<file path="config.mk">
export PLATFORM = sky130hd
export DESIGN_NAME = game_move_committer
export DESIGN_NICKNAME = d
export VERILOG_FILES = /design/src/rtl/game_move_committer.sv
export SDC_FILE = /design/constraint.sdc
export NUM_CORES = 1
export LEC_CHECK = 0
export CAP_MARGIN = 20
export CORE_ASPECT_RATIO = 0.5
export CORE_MARGIN = 5
export CORE_UTILIZATION = 30
export CTS_CLUSTER_SIZE = 10
export DETAILED_ROUTE_END_ITERATION = 8
export GPL_ROUTABILITY_DRIVEN = 0
export PLACE_DENSITY_LB_ADDON = 0.08
export SYNTH_ARGS = -nofsm -noshare
export SYNTH_HDL_FRONTEND = slang
export SYNTH_SLANG_ARGS = --single-unit
export TNS_END_PERCENT = 10
</file>
<file path="constraint.sdc">
create_clock -name clk -period 2.6 [get_ports clk]
set_clock_uncertainty 0.15 [all_clocks]
set_input_delay 0.52 -clock clk [delete_from_list [all_inputs] [get_ports clk]]
set_output_delay 0.52 -clock clk [all_outputs]
set_load 0.02 [all_outputs]
</file>
<file path="src/rtl/game_move_committer.sv">
// Move committer for the 8x8 board: sweeps the board RAM clear, hands each move
// request to game_judger over en/done, and writes accepted stones back into the RAM.
`ifndef SIDE_RED
`define SIDE_RED 1'b0
`endif
`ifndef SIDE_GREEN
`define SIDE_GREEN 1'b1
`endif
`ifndef JUDGER_INVALID
`define JUDGER_INVALID 2'd0
`endif
`ifndef JUDGER_VALID
`define JUDGER_VALID 2'd1
`endif
`ifndef JUDGER_WIN
`define JUDGER_WIN 2'd2
`endif

module game_move_committer #(
    parameter logic FIRST_SIDE  = `SIDE_RED,
    parameter int   BOARD_CELLS = 64
) (
    input  logic       clk,
    input  logic       rst_n,
    input  logic       new_game,
    input  logic       move_valid,
    input  logic [5:0] move_pos,
    output logic       move_ready,
    output logic       judger_en,
    output logic       judger_color,
    output logic [5:0] judger_pos,
    input  logic [1:0] judger_result,
    input  logic       judger_done,
    output logic       ram_wr_en,
    output logic [5:0] ram_wr_addr,
    output logic [1:0] ram_wr_data,
    output logic       resp_valid,
    output logic [1:0] resp_result,
    output logic       side,
    output logic [6:0] move_count,
    output logic       game_over,
    output logic       winner,
    output logic       draw
);

    typedef enum logic [2:0] {
        S_CLEAR   = 3'd0,
        S_IDLE    = 3'd1,
        S_JUDGE   = 3'd2,
        S_COMMIT  = 3'd3,
        S_RELEASE = 3'd4,
        S_OVER    = 3'd5
    } state_t;

    localparam logic [6:0] FULL_COUNT = 7'(BOARD_CELLS);

    state_t     state_r;
    logic [6:0] sweep_r;
    logic [1:0] result_r;

    function automatic logic [1:0] stone_code(input logic color);
        return (color == `SIDE_RED) ? 2'b10 : 2'b01;
    endfunction

    // Control FSM; every output is a register updated alongside the state.
    always_ff @(posedge clk) begin
        if (!rst_n || new_game) begin
            state_r      <= S_CLEAR;
            sweep_r      <= 7'd0;
            result_r     <= `JUDGER_INVALID;
            move_ready   <= 1'b0;
            judger_en    <= 1'b0;
            judger_color <= 1'b0;
            judger_pos   <= 6'd0;
            ram_wr_en    <= 1'b0;
            ram_wr_addr  <= 6'd0;
            ram_wr_data  <= 2'b00;
            resp_valid   <= 1'b0;
            resp_result  <= `JUDGER_INVALID;
            side         <= FIRST_SIDE;
            move_count   <= 7'd0;
            game_over    <= 1'b0;
            winner       <= 1'b0;
            draw         <= 1'b0;
        end else begin
            ram_wr_en  <= 1'b0;
            resp_valid <= 1'b0;
            move_ready <= 1'b0;
            case (state_r)
                S_CLEAR: begin
                    // The last sweep write is visible in the final S_CLEAR cycle.
                    if (sweep_r < FULL_COUNT) begin
                        ram_wr_en   <= 1'b1;
                        ram_wr_addr <= sweep_r[5:0];
                        ram_wr_data <= 2'b00;
                        sweep_r     <= sweep_r + 7'd1;
                    end else begin
                        state_r    <= S_IDLE;
                        move_ready <= 1'b1;
                    end
                end
                S_IDLE: begin
                    if (move_valid && move_ready) begin
                        judger_pos   <= move_pos;
                        judger_color <= side;
                        judger_en    <= 1'b1;
                        state_r      <= S_JUDGE;
                    end else begin
                        move_ready <= 1'b1;
                    end
                end
                S_JUDGE: begin
                    if (judger_done) begin
                        result_r <= judger_result;
                        if (judger_result == `JUDGER_INVALID) begin
                            judger_en   <= 1'b0;
                            resp_valid  <= 1'b1;
                            resp_result <= judger_result;
                            state_r     <= S_RELEASE;
                        end else begin
                            ram_wr_en   <= 1'b1;
                            ram_wr_addr <= judger_pos;
                            ram_wr_data <= stone_code(judger_color);
                            state_r     <= S_COMMIT;
                        end
                    end else begin
                        state_r <= S_JUDGE;
                    end
                end
                S_COMMIT: begin
                    if (move_count != FULL_COUNT) begin
                        move_count <= move_count + 7'd1;
                    end else begin
                        move_count <= move_count;
                    end
                    if (result_r == `JUDGER_WIN) begin
                        game_over <= 1'b1;
                        winner    <= judger_color;
                    end else if ((move_count + 7'd1) == FULL_COUNT) begin
                        game_over <= 1'b1;
                        draw      <= 1'b1;
                    end else begin
                        side <= ~side;
                    end
                    judger_en   <= 1'b0;
                    resp_valid  <= 1'b1;
                    resp_result <= result_r;
                    state_r     <= S_RELEASE;
                end
                S_RELEASE: begin
                    // Holding here until done falls keeps en low between requests.
                    if (!judger_done) begin
                        if (game_over) begin
                            state_r <= S_OVER;
                        end else begin
                            state_r    <= S_IDLE;
                            move_ready <= 1'b1;
                        end
                    end else begin
                        state_r <= S_RELEASE;
                    end
                end
                S_OVER: begin
                    state_r <= S_OVER;
                end
                default: begin
                    state_r <= S_CLEAR;
                    sweep_r <= 7'd0;
                end
            endcase
        end
    end

endmodule

</file>
==> results.toml <==
[routing]
firstDrtPassIters = 4
route.vias.total = 1811
drtAntennaViolNets = 0
drc_errors = 0
drt-total-wl_mm = 5.181
viasPerCell = 4.778
wire_per_inst_um = 13.67
initialDrtViolationCount = 61

[logic_synthesis]
synth-async-reset-ratio_pct = 0
syn-num-nets = 255
syn_area_mm2 = 0.002090
synth.area.top_cells = "dfxtp_1 (42%), nor2_1 (7.4%), mux2i_1 (7.2%)"
ys.warnings.count = 0
synth_compound_area_share_pct = 15.33
synth_cell_types = 47
synth_xor_area_share_pct = 4.192
synth_fa_ha_area_share_pct = 2.395
muxShareOfSynthArea_pct = 7.186
synth_edf_count = 0
synth_flop_cell = "dfxtp_1"
seq_area_frac_synth_pct = 42.16
ys_ff_latch = 44
netlist_instances = 238
yosys.area_share.simple_pct = 24.31
postSynthAreaPerCell_um2 = 8.779
yosysTopAreaCell = "dfxtp_1"
synth_top_family_by_area = "simple AND/OR/NAND/NOR gates"
synth_top_area_share_pct = 42.16

[placement]
portBuffers = 44
dp_worst_setup_slack_ns = 0.2942
dp_hpwl_mm = 3.821

[layout]
nets = 303
diodes = 0
area_growth_syn_to_layout_pct = 35.03
drive_above_1_share_pct = 10.10

[critical_path]
cp-end-kind = "output port"
slowest_delay_ns = 0.66
cp.required_ns = 1.93
start_kind = "register"
crit_slowest_cell = "clkdlybuf4s50_1"
worstPathArrival_ns = 1.42
cp_max_fo = 7
crit_type = "register to output port"
critPathTopFamily = "buffers and inverters"
worstPathCellList = "clkdlybuf4s50_1"
cp_num_buf_inv = 1

[flow_run]
cap_violations = 0

[die]
dieArea_mm2 = 0.008836
rows = 21
die_h_um = 69.02
die_x_um = 128.0
start_util_pct = 31.06
core_mm2 = 0.006726
io_pins = 45

[sta]
finalSetupViolations = 0
worst_pin_slew_ns = 0.6483
rsz0062_at_grt = "no"
fin_crit_sh_pct = 80.43
fmax_ghz = 0.4782
fin_ws_ns = 0.5089
slew_headroom_pct = 56.72
report.final.slew_viol_count = 0
timing.setup.tns_ns = 0
min_period_ns = 2.091
hold_viol_final = 0

[run_status]
status = "finished clean"

[global_routing]
grt_remaining_overflow = 0
grt_max_degree = 23
grt_pass1_vias = 1713
antenna_found_initial = 0
grt_pass1_wl_mm = 8.728
grtUsageTotal_pct = 12.27

[clock_network]
postCtsSetupBuffers = 0
cts_tree = "built"
cts_root_buf = "clkbuf_16"
path_clk_slew_ns = 0.06
cts_buffers = 5
post_cts_resized = 0
clkLatencyLatePin_ns = 0.29
htreeDepth = 2
clk_path_buf_depth = 2
ctsHoldBuffers = 0
clkSinkCount = 44

[power]
p_leak_nw = 1.057
p_per_area_mw_per_mm2 = 521.4
ir_worst_vdd_mv = 0.3185

[min_path]
hold_class = "register to register"
[routing by layer]
layer	vias up	track usage [%]	wire [um]
met2	35	18.60	2301
met4	0	3.176	60
met3	7	4.784	313
li1	935	-	-
met5	-	0	0
met1	834	16.28	2506
[cell usage in the layout (no fill, tap or decap), types with 4 or more instances in the layout]
| master | count |
|---|---|
| buf_4 | 10 |
| inv_1 | 5 |
| dfxtp_1 | 44 |
| nor3_1 | 7 |
| a21oi_1 | 17 |
| nand3_1 | 8 |
| mux2i_1 | 15 |
| and3_1 | 6 |
| clkdlybuf4s50_1 | 44 |
| nand2_1 | 18 |
| nand2b_1 | 5 |
| ha_1 | 4 |
| clkbuf_16 | 5 |
| xor2_1 | 8 |
| nor2_1 | 41 |
[cell families (layout without fill, tap and decap cells)]
logic type,count (synthesis),after routing
buf+inv,19,68
flops,44,44
compound gates,42,42
fa+ha+maj,4,4
mux,15,15
xor+xnor,10,10
simple gates,104,104
[final timing paths]
| kind | from | to | slack [ns] | cells past startpoint |
|---|---|---|---|---|
| min | winner | winner | 0.31 | 2 |
| max | move_count[3] | move_count[3] | 0.51 | 1 |
| min reg2reg | winner | winner | 0.31 | 2 |
| max reg2reg | state_r[1] | ram_wr_addr[5] | 0.66 | 5 |
[tightest hold or removal path: cells and delay by family, from the launching register on]
kind,cells,cell delay (ns)
and+or+nand+nor,1,0.05
AOI/OAI and AO/OA,1,0.05
DFF,1,0.31
[through the flow]
step / hold slack (ns) / cell area [um^2] / util, % / power [mW] / std cells
after floorplan: 0.2906 / 2090 / - / 0.7207 / 238
after global placement: 0.2928 / 2650 / 39.40 / 0.7535 / 371
after detailed placement: 0.3015 / 2650 / 39.40 / 0.7542 / 371
after CTS: 0.3108 / 2821 / 41.95 / 1.495 / 379
after global routing: 0.3401 / 2821 / 41.95 / 1.533 / 379
final: 0.3062 / 2821 / 41.95 / 1.471 / 379
[cell usage after synthesis, types with 3 or more instances]
| library cell | n |
|---|---|
| nand2b_1 | 5 |
| nand2_1 | 18 |
| a21oi_1 | 17 |
| nor3b_1 | 3 |
| dfxtp_1 | 44 |
| and3_1 | 6 |
| clkbuf_1 | 5 |
| nor2_1 | 41 |
| nand3_1 | 8 |
| ha_1 | 4 |
| a31oi_1 | 3 |
| buf_2 | 5 |
| mux2i_1 | 15 |
| inv_1 | 5 |
| nor3_1 | 7 |
| xor2_1 | 8 |
| a211oi_1 | 3 |
| a211oi_2 | 3 |
| o21ai_0 | 3 |
[state kept, by name, indices dropped and copies added, names as in the netlist]
signal / cells
move_ready: 1
ram_wr_en: 1
ram_wr_addr: 6
state_r: 3
winner: 1
result_r: 2
game_over: 1
judger_pos: 6
move_count: 7
resp_valid: 1
resp_result: 2
sweep_r: 7
judger_color: 1
side: 1
draw: 1
judger_en: 1
ram_wr_data: 2
[area by class of cell]
| cell class | count | area, um^2 |
|---|---|---|
| fill | 722 | 3905 |
| multi-input combinational | 175 | 1116 |
| sequential | 44 | 880.8 |
| timing repair buffer | 54 | 515.5 |
| clock buffer | 5 | 125.1 |
| tap | 92 | 115.1 |
| clock inverter | 3 | 46.29 |
| inverter | 6 | 22.52 |
[where the power goes]
| group | internal, mW | switching (mW) | leakage [nW] |
|---|---|---|---|
| sequential | 0.677 | 0.00300 | 0.355 |
| combinational | 0.0296 | 0.0289 | 0.622 |
| clock | 0.457 | 0.276 | 0.0804 |
Power figures use the tool's default switching activity.
